File: src/rtl/lsu_pkg.sv
// Shared definitions for the load/store unit: RV32I width codes, FSM states,
// lane offsets and request legality helpers.
package lsu_pkg;

    localparam logic [2:0] F3_B  = 3'b000;
    localparam logic [2:0] F3_H  = 3'b001;
    localparam logic [2:0] F3_W  = 3'b010;
    localparam logic [2:0] F3_BU = 3'b100;
    localparam logic [2:0] F3_HU = 3'b101;

    typedef enum logic [1:0] {
        ST_IDLE,
        ST_READ,
        ST_WRITE,
        ST_RESP
    } lsu_state_e;

    // Byte offsets within a big-endian word; offset 0 is the most significant lane.
    localparam logic [1:0] BYTE_OFF_0  = 2'd0;
    localparam logic [1:0] BYTE_OFF_1  = 2'd1;
    localparam logic [1:0] BYTE_OFF_2  = 2'd2;
    localparam logic [1:0] BYTE_OFF_3  = 2'd3;
    localparam logic [1:0] HALF_OFF_HI = 2'd0;
    localparam logic [1:0] HALF_OFF_LO = 2'd2;

    function automatic logic funct3_legal(input logic we, input logic [2:0] f3);
        if (we) begin
            return (f3 == F3_B) || (f3 == F3_H) || (f3 == F3_W);
        end
        return (f3 == F3_B) || (f3 == F3_H) || (f3 == F3_W) ||
               (f3 == F3_BU) || (f3 == F3_HU);
    endfunction

    function automatic logic misaligned(input logic [2:0] f3, input logic [1:0] off);
        if ((f3 == F3_H) || (f3 == F3_HU)) begin
            return off[0];
        end
        if (f3 == F3_W) begin
            return off != 2'd0;
        end
        return 1'b0;
    endfunction

endpackage

File: src/rtl/load_align.sv
// Combinational lane select and sign/zero extension of a big-endian memory
// word for RV32I loads.
module load_align
    import lsu_pkg::*;
(
    input  logic [31:0] word_i,
    input  logic [2:0]  funct3_i,
    input  logic [1:0]  offset_i,
    output logic [31:0] data_o
);

    logic [7:0]  byte_lane;
    logic [15:0] half_lane;

    always_comb begin
        byte_lane = word_i[7:0];
        unique case (offset_i)
            BYTE_OFF_0: byte_lane = word_i[31:24];
            BYTE_OFF_1: byte_lane = word_i[23:16];
            BYTE_OFF_2: byte_lane = word_i[15:8];
            BYTE_OFF_3: byte_lane = word_i[7:0];
        endcase

        half_lane = (offset_i == HALF_OFF_LO) ? word_i[15:0] : word_i[31:16];

        data_o = word_i;
        case (funct3_i)
            F3_B:    data_o = {{24{byte_lane[7]}}, byte_lane};
            F3_BU:   data_o = {24'd0, byte_lane};
            F3_H:    data_o = {{16{half_lane[15]}}, half_lane};
            F3_HU:   data_o = {16'd0, half_lane};
            default: data_o = word_i;
        endcase
    end

endmodule

File: src/rtl/load_store_unit.sv
// Single-request load/store unit between a CPU and a word-wide data memory;
// sub-word stores are done as read-modify-write of the addressed word.
module load_store_unit
    import lsu_pkg::*;
#(
    parameter int ADDRESS_WIDTH = 32,
    parameter int DATA_WIDTH    = 32
) (
    input  logic                     clk_i,
    input  logic                     rst_ni,
    input  logic                     req_valid_i,
    output logic                     req_ready_o,
    input  logic                     req_we_i,
    input  logic [2:0]               req_funct3_i,
    input  logic [ADDRESS_WIDTH-1:0] req_addr_i,
    input  logic [DATA_WIDTH-1:0]    req_wdata_i,
    output logic                     resp_valid_o,
    output logic [DATA_WIDTH-1:0]    resp_rdata_o,
    output logic                     resp_error_o,
    output logic [ADDRESS_WIDTH-1:0] mem_address_o,
    output logic                     mem_write_enable_o,
    output logic [DATA_WIDTH-1:0]    mem_write_data_o,
    input  logic [DATA_WIDTH-1:0]    mem_read_value_i
);

    lsu_state_e               state_q, state_d;
    logic                     we_q, we_d;
    logic [2:0]               funct3_q, funct3_d;
    logic [ADDRESS_WIDTH-1:0] addr_q, addr_d;
    logic [DATA_WIDTH-1:0]    wdata_q, wdata_d;
    logic                     err_q, err_d;
    logic [DATA_WIDTH-1:0]    rword_q, rword_d;
    logic [DATA_WIDTH-1:0]    rdata_q, rdata_d;

    logic                     req_err;
    logic [DATA_WIDTH-1:0]    load_data;
    logic [DATA_WIDTH-1:0]    merged_word;

    assign req_err = !funct3_legal(req_we_i, req_funct3_i) ||
                     misaligned(req_funct3_i, req_addr_i[1:0]);

    load_align u_load_align (
        .word_i   (mem_read_value_i),
        .funct3_i (funct3_q),
        .offset_i (addr_q[1:0]),
        .data_o   (load_data)
    );

    // Replace only the addressed lane of the word captured during READ.
    always_comb begin
        merged_word = rword_q;
        if (funct3_q == F3_H) begin
            if (addr_q[1:0] == HALF_OFF_LO) begin
                merged_word[15:0] = wdata_q[15:0];
            end else begin
                merged_word[31:16] = wdata_q[15:0];
            end
        end else begin
            unique case (addr_q[1:0])
                BYTE_OFF_0: merged_word[31:24] = wdata_q[7:0];
                BYTE_OFF_1: merged_word[23:16] = wdata_q[7:0];
                BYTE_OFF_2: merged_word[15:8]  = wdata_q[7:0];
                BYTE_OFF_3: merged_word[7:0]   = wdata_q[7:0];
            endcase
        end
    end

    always_comb begin
        state_d            = state_q;
        we_d               = we_q;
        funct3_d           = funct3_q;
        addr_d             = addr_q;
        wdata_d            = wdata_q;
        err_d              = err_q;
        rword_d            = rword_q;
        rdata_d            = rdata_q;
        req_ready_o        = 1'b0;
        resp_valid_o       = 1'b0;
        mem_write_enable_o = 1'b0;
        mem_write_data_o   = '0;

        unique case (state_q)
            ST_IDLE: begin
                req_ready_o = 1'b1;
                if (req_valid_i) begin
                    we_d     = req_we_i;
                    funct3_d = req_funct3_i;
                    addr_d   = req_addr_i;
                    wdata_d  = req_wdata_i;
                    err_d    = req_err;
                    rdata_d  = '0;
                    if (req_err) begin
                        state_d = ST_RESP;
                    end else if (req_we_i && (req_funct3_i == F3_W)) begin
                        state_d = ST_WRITE;
                    end else begin
                        state_d = ST_READ;
                    end
                end
            end
            ST_READ: begin
                if (we_q) begin
                    rword_d = mem_read_value_i;
                    state_d = ST_WRITE;
                end else begin
                    rdata_d = load_data;
                    state_d = ST_RESP;
                end
            end
            ST_WRITE: begin
                mem_write_enable_o = 1'b1;
                mem_write_data_o   = (funct3_q == F3_W) ? wdata_q : merged_word;
                state_d            = ST_RESP;
            end
            ST_RESP: begin
                resp_valid_o = 1'b1;
                state_d      = ST_IDLE;
            end
        endcase
    end

    always_ff @(posedge clk_i or negedge rst_ni) begin
        if (!rst_ni) begin
            state_q  <= ST_IDLE;
            we_q     <= 1'b0;
            funct3_q <= 3'd0;
            addr_q   <= '0;
            wdata_q  <= '0;
            err_q    <= 1'b0;
            rword_q  <= '0;
            rdata_q  <= '0;
        end else begin
            state_q  <= state_d;
            we_q     <= we_d;
            funct3_q <= funct3_d;
            addr_q   <= addr_d;
            wdata_q  <= wdata_d;
            err_q    <= err_d;
            rword_q  <= rword_d;
            rdata_q  <= rdata_d;
        end
    end

    assign resp_rdata_o  = rdata_q;
    assign resp_error_o  = (state_q == ST_RESP) && err_q;
    assign mem_address_o = {addr_q[ADDRESS_WIDTH-1:2], 2'b00};

endmodule

File: config.mk
export PLATFORM = sky130hd
export DESIGN_NAME = load_store_unit
export DESIGN_NICKNAME = d
export VERILOG_FILES = /design/src/rtl/lsu_pkg.sv /design/src/rtl/load_align.sv /design/src/rtl/load_store_unit.sv
export SDC_FILE = /design/constraint.sdc
export NUM_CORES = 1
export LEC_CHECK = 0
export CAP_MARGIN = 20
export CORE_MARGIN = 3
export CORE_UTILIZATION = 34
export CTS_CLUSTER_SIZE = 14
export DETAILED_ROUTE_END_ITERATION = 10
export PLACE_DENSITY = 0.59
export SETUP_SLACK_MARGIN = 0.5
export SLEW_MARGIN = 20
export SYNTH_ARGS = -nofsm -noshare
export SYNTH_HDL_FRONTEND = slang
export SYNTH_HIERARCHICAL = 1
export SYNTH_SLANG_ARGS = --single-unit
File: constraint.sdc
create_clock -name clk_i -period 1.9 [get_ports clk_i]
set_input_delay 0.38 -clock clk_i [delete_from_list [all_inputs] [get_ports clk_i]]
set_output_delay 0.38 -clock clk_i [all_outputs]
set_load 0.05 [all_outputs]
# Yosys cells after proc, flatten, opt, wreduce, memory -nomap -nowiden
# Cells that the tools add are included.
# Widths: inputs -> output; s select.
# totals
regBits	135
output_inout_bits	100
wordCells	75
# op_classes
eq_ne	16
muxes	33
reduce_logical	18
# op_table
operator	n
$mux 32	5
$pmux 32 s4	1
$pmux 32 s2	1
$mux 16	3
$mux 8	4
$pmux 8 s4	1
$mux 1	14
$eq 3x3->1 const B	4
$eq 2x2->1 const B	4
$pmux 2 s4	1
$eq 3x1->1 const B	2
$eq 3x2->1 const B	2
$logic_not 3->1	2
$logic_or 1x1->1	6
$mux 2	3
$eq 2x1->1 const B	2
$logic_not 2->1	2
$ne 2x2->1 const B	2
$reduce_and 2->1	2
$reduce_bool 2->1	2
$reduce_and 3->1	1
$logic_and 1x1->1	2
$logic_not 1->1	1

# Logic depth before layout (Yosys ltp)
# Gate-level depths: netlist of run 1.
# logic_depth
word_depth	11
depth_mapped	8
mapped_depth_nobuf	6

# By module
# Netlist of run 1, hierarchy kept.
# by_module_without_submodules
module	instances	cells_per_inst	area_each_um2
load_store_unit	1	541	6221.0
load_align	1	111	893.4

# Worst setup path after synthesis of run 1
# OpenSTA, ideal clock, no wires.
# synth_path
kind	register to output
start	register state_q[0]
end	output mem_write_data_o[30]
arrival_time_ns	2.379
required_time_ns	1.520
path_slack_ns	-0.859
stages_incl_launch_ff	8
n_path_buf	2
path_cell_list	dfrtp_1 > inv_1 > ha_1 > clkbuf_1 > and2_0 > buf_1 > o21ai_0 > o21ai_1
# synth_between
elab_chain_cells	2
# synth_lines
element	line_no	text
start, declared	load_store_unit.sv:26	lsu_state_e state_q, state_d;
start signal, assigned	load_store_unit.sv:133	state_q <= state_d;
$eq 2x2->1	load_store_unit.sv:82	unique case (state_q)
$mux 32	load_store_unit.sv:82	
end, declared	load_store_unit.sv:22	output logic [DATA_WIDTH-1:0] mem_write_data_o,
# No other way between the ends.

# Worst setup path after layout of run 1
# layout_path
start	register funct3_q[2]
end	output mem_write_data_o[23]
# layout_between
elab_chain_cells	4
# layout_lines
element	line_no	text
start, declared	load_store_unit.sv:28	logic [2:0] funct3_q, funct3_d;
start signal, assigned	load_store_unit.sv:135	funct3_q <= funct3_d;
$eq 3x1->1	load_store_unit.sv:52	if (funct3_q == F3_H) begin
$mux 32	load_store_unit.sv:52	
$mux 32 *	load_store_unit.sv:112	mem_write_data_o = (funct3_q == F3_W) ? wdata_q : merged_word;
$mux 32 *	load_store_unit.sv:82	
# Mark *: on every way between the ends. The rest lies on a longest branch, timed or not.

==> key figures, run 1 <==
Worst hold path
  – Kind of path behind the tightest hold check: primary input to async pin

Die
  – Overall die area: approximately 23,000 µm²
  – I/O pin count: 203
  – Initial Util: 0.349
  – Std-Cell Core Area: ~20,000 µm²
  – Number of rows created at floorplan: 52
  – Die width: 151 µm
  – Die outline height: 151 µm

Critical path
  – Endpoint type of the worst setup path: output port
  – Launching element type of the critical path: flop
  – Type of the setup path with the least slack: flop to output port
  – Required time reported for the critical path endpoint: roughly 1.5 ns
  – Largest fanout on the critical path: 8
  – Arrival time of data at the critical path endpoint: between 2 and 2.5 ns

Clock network
  – Clock transition at the registers of the reported paths: 0.06 ns
  – Clk buf depth: 2
  – Clk Tree Root Cell: sky130_fd_sc_hd__clkbuf_16
  – TritonCTS clock tree: yes
  – CTS sink count: 135
  – Worst-skew pair later-pin latency: about 0.42 ns
  – CTS H-Tree Depth: 4
  – Clock buffers created by TritonCTS: 17

Logic synthesis
  – Mean Syn Cell Area: 10.9 µm²
  – Cell count after synthesis: 652
  – Async set-or-reset flop fraction in the synthesized netlist: 1.00
  – Count of flip-flops with a built-in enable after synthesis: 0
  – Sequential area share after synthesis: 0.475
  – Library cells used by synthesis: 52
  – Dominant synthesized flop cell: sky130_fd_sc_hd__dfrtp_1
  – Post-Syn Area: slightly above 7000 µm²
  – Number of storage elements in the synthesis netlist: 135
  – Warnings from Yosys: 6

Global routing
  – Pin count of the biggest net entering global routing: 51
  – Vias in the first global route: 6,308
  – Global-route usage over all layers: 0.208
  – Initial antenna violation count: 1
  – Total congestion overflow after global routing: 0
  – First-pass GRT wire length: ~36,000 µm

Power and ir drop
  – Share of total power in the clock network: 0.119
  – Internal power: 15.2 mW
  – Seq pwr share: 0.209
  – Leakage dissipation: 5.71 nW
  – Highest ir drop seen on vdd: 0.000971 V
  – Combinational Power Share: 0.672
  – Switching Power: 12.3 mW
  – Switching share of power: 0.448
  – Power density of the placed cells: 2200 nW/µm²

Drt
  – DR iter-0 viols: 396
  – Pre-antenna DRT Iters: 5
  – Sum of routed wire length over all layers: between 20,000 and 25,000 µm
  – Routed len/inst: 20.4 µm
  – Number of routed nets with antenna violations: 0
  – Vias per cell: 5.13
  – DR vias: ~6,200
  – Remaining DRCs: 0

Run status
  – Run status: finished with violations
  – Failing checks: setup timing

Cells and area
  – Layout Area Growth over Synthesis: 75.9%
  – Final std cells w/o fill: approximately 1,200
  – Ratio of cells with drive above 1 in the final layout: 0.512
  – Number of nets in the layout: between 1,000 and 1,500
  – End-of-flow core utilization: 0.614

STA
  – Fin. max-slew vios: 0
  – RSZ-0062 raised after global routing: yes
  – Min Hold Slack: 0.406 ns
  – Period utilisation layout: 1.36
  – Period minus WS final: 2.59 ns
  – Max-slew headroom: 0.658
  – Number of failing setup endpoints in the final timing report: 54
  – Transition at the pin with the smallest max-transition slack: 0.513 ns
  – Highest achievable clock rate: 386 MHz
  – Final hold violation count: 0
  – Layout Skew: 0.00793 ns
  – Post-layout worst setup margin: -0.690 ns

Placed design
  – Inst Count DP: 1,129
  – Detailed Place HPWL: ~18,000 µm
  – Final weighted congestion of routability-driven global placement: 0.901
  – Quantity of I/O buffers inserted on ports: 200

Flow run
  – Number of max-capacitance violations reported: 0
-- area by class of cell --
cell class,count,area (µm²)
Fill cell,1611,7850
Multi-Input combinational cell,433,4460
Timing Repair Buffer,328,3720
Sequential cell,135,3380
Clock buffer,19,433
Tap cell,270,338
Clock inverter,13,146
Inverter,6,27.5
Antenna cell,1,2.50
-- synthesized netlist by cell type, types with 9 or more instances --
master                       n  area (µm²)
sky130_fd_sc_hd__dfrtp_1   135        3380
sky130_fd_sc_hd__buf_4      34         255
sky130_fd_sc_hd__a21oi_1    10        50.1
sky130_fd_sc_hd__nand2_1   119         447
sky130_fd_sc_hd__clkbuf_1   24        90.1
sky130_fd_sc_hd__or3_1       9        56.3
sky130_fd_sc_hd__buf_1      14        52.6
sky130_fd_sc_hd__nand3_1    35         175
sky130_fd_sc_hd__o21ai_1    16        80.1
sky130_fd_sc_hd__o211ai_1   24         180
sky130_fd_sc_hd__mux2i_1    17         170
sky130_fd_sc_hd__mux2_1    100        1130
sky130_fd_sc_hd__o21ai_0     9        45.0
-- logic make-up after synthesis --
logic type               after synthesis  share of synthesized area
AND/OR/NAND/NOR                      190                      0.122
flip-flops                           135                      0.475
multiplexers                         127                      0.216
AO/OA/AOI/OAI                        107                      0.109
buffers and inverters                 87                     0.0686
adder cells (fa/ha/maj)                5                    0.00862
other                                  1                   0.000527
-- sequential cells by signal, summed over array words and instances (netlist names) --
register	count
err_q	1
resp_rdata_o	32
we_q	1
funct3_q	3
wdata_q	32
addr_q	32
state_q	2
rword_q	32
-- layout by cell type (no fill, tap or decap), types with 7 or more instances in the layout --
cell	synthesis	routed
sky130_fd_sc_hd__a21oi_4	0	9
sky130_fd_sc_hd__clkbuf_16	0	23
sky130_fd_sc_hd__and3b_2	7	7
sky130_fd_sc_hd__buf_12	0	41
sky130_fd_sc_hd__or3_1	9	9
sky130_fd_sc_hd__nand2_1	119	113
sky130_fd_sc_hd__o21ai_4	0	15
sky130_fd_sc_hd__nand3_2	0	10
sky130_fd_sc_hd__dfrtp_1	135	132
sky130_fd_sc_hd__buf_4	34	95
sky130_fd_sc_hd__mux2i_4	1	9
sky130_fd_sc_hd__nand3_1	35	25
sky130_fd_sc_hd__mux2_4	0	100
sky130_fd_sc_hd__buf_6	2	73
sky130_fd_sc_hd__mux2i_2	0	8
sky130_fd_sc_hd__clkdlybuf4s50_1	0	100
sky130_fd_sc_hd__buf_8	1	9
sky130_fd_sc_hd__mux4_2	1	8
sky130_fd_sc_hd__o211ai_1	24	24
sky130_fd_sc_hd__o22a_1	8	8
sky130_fd_sc_hd__o221a_2	8	8
-- metrics by stage --
stage / area (µm²) / power [mW] / TNS, ns / setup WS (ns)
6_report: 12500 / 27.5 / -20.52 / -0.690
2_1_floorplan: 8070 / 16.7 / -7.28 / -0.348
5_1_grt: 12500 / 28.7 / -24.42 / -0.737
3_3_place_gp: 10700 / 21.2 / -11.74 / -0.332
4_1_cts: 11800 / 26.0 / -19.97 / -0.702
3_5_place_dp: 10700 / 21.3 / -12.94 / -0.422
-- layer usage --
metal	vias up	wire [µm]	part of all wire	track usage
met3	19	1460	0.060	0.0430
met4	0	361	0.015	0.0644
li1	2859	-	-	-
met2	243	12400	0.51	0.352
met1	3065	10300	0.42	0.268
met5	-	0	0	0
-- worst paths after layout --
check	start	endpoint	slack, ns	depth (start not counted)
setup / recovery	funct3_q[2]$_DFFE_PN0P_	mem_write_data_o[23]	-0.69	5
hold / removal	rst_ni	resp_rdata_o[3]$_DFFE_PN0P_	0.41	2
hold reg to reg	resp_rdata_o[7]$_DFFE_PN0P_	resp_rdata_o[7]$_DFFE_PN0P_	0.47	2
min in group clk_i	resp_rdata_o[7]$_DFFE_PN0P_	resp_rdata_o[7]$_DFFE_PN0P_	0.47	2
max in group asynchronous	rst_ni	funct3_q[0]$_DFFE_PN0P_	0.90	3
setup reg to reg	addr_q[1]$_DFFE_PN0P_	resp_rdata_o[4]$_DFFE_PN0P_	-0.08	9
-- power groups by stage --
stage	Combinational, mW	Clock, mW	Sequential [mW]
after floorplan	10.4	0	6.27
after global placement	15.7	0	5.46
after detailed placement	15.9	0	5.47
after CTS	17.0	3.35	5.64
after global routing	19.3	3.48	5.91
final	18.4	3.28	5.74
-- critical path, stage by stage, from the launching register on --
cell	delay [ns]
sky130_fd_sc_hd__dfrtp_1	0.38
sky130_fd_sc_hd__or3b_4	0.42
sky130_fd_sc_hd__maj3_4	0.45
sky130_fd_sc_hd__mux2i_2	0.21
sky130_fd_sc_hd__a21oi_4	0.15
sky130_fd_sc_hd__buf_6	0.17
-- timing repair --
item | CTS | global route
endpoints found under the hold margin | 26 | 0
resized for setup | 277 | 78
hold buffers | 1 | 0
buffers inserted | 7 | 25
cloned | 2 | 8
pin swaps | 19 | 51
setup endpoints to repair | 208 | 207
Power figures use the tool's default switching activity.
==> inputs of run 2 (changes only) <==
==> constraint.sdc (replaced) <==
create_clock -name clk_i -period 1.9 [get_ports clk_i]
set_input_delay 0.38 -clock clk_i [delete_from_list [all_inputs] [get_ports clk_i]]
set_output_delay 0.38 -clock clk_i [all_outputs]
set_load 0.005 [all_outputs]
==> key figures, run 2 (synthesis results as in run 1) <==
Run status
  – Run status: finished with violations
  – Failing checks: setup timing

Global routing
  – Vias in the first global route: 6,658 (+5.5%)
  – Total congestion overflow after global routing: 0 (unchanged)
  – Pin count of the biggest net entering global routing: 44 (-14%)
  – Global-route usage over all layers: 0.222 (+0.0141)
  – First-pass GRT wire length: 38,400 µm (+6.8%)
  – Initial antenna violation count: 0 (-1)

Placed design
  – Final weighted congestion of routability-driven global placement: 0.893 (-0.87%)
  – Placed cell area: 10,000 µm² (-6.1%)
  – Detailed Place HPWL: 17,200 µm (-2.0%)
  – Post-Place Worst Slack: -0.565 ns (-0.142 ns)
  – Quantity of I/O buffers inserted on ports: 200 (unchanged)

Clock network
  – CTS sink count: 135 (unchanged)
  – Clock transition at the registers of the reported paths: 0.06 ns (about the same)
  – Clock buffers created by TritonCTS: 17 (unchanged)
  – CTS H-Tree Depth: 4 (unchanged)
  – TritonCTS clock tree: yes
  – Clk Tree Root Cell: sky130_fd_sc_hd__clkbuf_16
  – Worst-skew pair later-pin latency: 0.42 ns (about the same)
  – Clk buf depth: 2 (unchanged)

Drt
  – Remaining DRCs: 0 (unchanged)
  – Routed len/inst: 21.6 µm (+6.0%)
  – Number of routed nets with antenna violations: 0 (unchanged)
  – Sum of routed wire length over all layers: 27,000 µm (+9.8%)
  – Vias per cell: 5.27 (+2.7%)
  – DR vias: 6,581 (+6.4%)
  – Pre-antenna DRT Iters: 8 (+3)
  – DR iter-0 viols: 465 (+17%)

STA
  – Total negative setup slack: -29.71 ns (-9.19 ns)
  – Post-layout worst setup margin: -0.690 ns (+0.000183 ns)
  – Fin. max-slew vios: 0 (unchanged)
  – Period minus WS final: 2.59 ns (-0.000183 ns)
  – Layout Skew: 0.00515 ns (-0.00277 ns)
  – Period utilisation layout: 1.36 (about the same)
  – Number of failing setup endpoints in the final timing report: 167 (+210%)
  – Highest achievable clock rate: 386 MHz (about the same)
  – Final hold violation count: 0 (unchanged)
  – RSZ-0062 raised after global routing: yes

Worst hold path
  – Kind of path behind the tightest hold check: primary input to async pin

Die
  – Number of rows created at floorplan: 52 (unchanged)
  – Overall die area: 22,700 µm² (unchanged)
  – Initial Util: 0.349 (unchanged)
  – Die width: 151 µm (unchanged)
  – Std-Cell Core Area: 20,400 µm² (unchanged)
  – Die outline height: 151 µm (unchanged)
  – I/O pin count: 203 (unchanged)

Cells and area
  – Number of nets in the layout: 1,072 (+4.3%)
  – End-of-flow core utilization: 0.605 (-0.00922)
  – Most common cell after layout, fill and taps aside: sky130_fd_sc_hd__dfrtp_1
  – Leading cell types in the layout, fill and taps excluded: sky130_fd_sc_hd__dfrtp_1, sky130_fd_sc_hd__clkdlybuf4s50_1, sky130_fd_sc_hd__mux2_4
  – Layout Area Growth over Synthesis: 73.2%
  – Finished Cell Area: 12,300 µm² (-1.5%)
  – Ratio of cells with drive above 1 in the final layout: 0.497 (-0.0148)
  – Ant diodes: 0 (-1)

Power and ir drop
  – Overall power consumption: 22.9 mW (-17%)
  – Power density of the placed cells: 1860 nW/µm² (-15%)
  – Highest ir drop seen on vdd: 0.000785 V (-19%)
  – Leakage dissipation: 6.37 nW (+12%)

Critical path
  – FF-to-FF setup slack: -0.19 ns (-0.11 ns)
  – Arrival time of data at the critical path endpoint: 2.21 ns (about the same)
  – Type of the setup path with the least slack: flop to output port
  – List of cells traversed by the critical path: or3b_4 > maj3_4 > buf_6 > mux2i_2 > a21oi_2 > buf_2
  – CP max stage cell: sky130_fd_sc_hd__or3b_4
  – Launching element type of the critical path: flop
  – Endpoint type of the worst setup path: output port
  – Slowest stage delay, CP: 0.42 ns (-0.03 ns)
  – Largest fanout on the critical path: 6 (-2)
  – Required time reported for the critical path endpoint: 1.52 ns (about the same)

Flow run
  – Number of max-capacitance violations reported: 0 (unchanged)
## run 2: worst paths after layout
check	startpoint	end	depth (start not counted)
min in group clk_i	resp_rdata_o[8]$_DFFE_PN0P_	resp_rdata_o[8]$_DFFE_PN0P_	2
hold / removal	rst_ni	wdata_q[20]$_DFFE_PN0P_	2
hold reg to reg	resp_rdata_o[8]$_DFFE_PN0P_	resp_rdata_o[8]$_DFFE_PN0P_	2
max in group asynchronous	rst_ni	wdata_q[26]$_DFFE_PN0P_	3
setup reg to reg	state_q[1]$_DFFE_PN0P_	resp_rdata_o[10]$_DFFE_PN0P_	12
setup / recovery	funct3_q[1]$_DFFE_PN0P_	mem_write_data_o[23]	6
## run 2: power by group
group | switching (mW) | internal (mW) | total [mW]
registers | 1.32 | 4.34 | 5.66
clock network | 1.30 | 2.17 | 3.47
logic | 5.73 | 8.02 | 13.7
total | 8.35 | 14.5 | 22.9
## run 2: worst max-delay path: cells and delay by family (launching register included)
| kind | cells | cell delay, ns |
|---|---|---|
| simple gates | 1 | 0.42 |
| fa+ha+maj | 1 | 0.40 |
| flops | 1 | 0.37 |
| buf+inv | 2 | 0.28 |
| compound gates | 1 | 0.17 |
| mux | 1 | 0.15 |
## run 2: what timing repair did
action,in CTS,in global routing
hold endpoints to repair,40,0
resized for setup,315,166
setup endpoints to repair,231,217
cloned,8,11
pin swaps,34,73
hold buffers,1,0
setup buffers,51,26
## run 2: layout make-up
| class | instances | area (µm²) |
|---|---|---|
| fill | 1644 | 8040 |
| clock buffer | 21 | 470 |
| tap | 270 | 338 |
| multi-input combinational | 433 | 4180 |
| timing repair buffer | 372 | 3780 |
| clock inverter | 11 | 145 |
| inverter | 6 | 27.5 |
| sequential | 135 | 3380 |
## run 2: per-stage QoR
step	hold WS, ns	cells
after floorplan	0.0844	653
after global placement	0.320	1119
after detailed placement	0.336	1119
after CTS	0.458	1211
after global routing	0.472	1248
final	0.442	1248
## run 2: metal layers
layer  track usage  up-vias  wire length, µm
met5             0        -                0
met2         0.353      304            12700
met3        0.0482       57             1980
li1              -     2954                -
met4        0.0762        0              724
met1         0.301     3266            11600
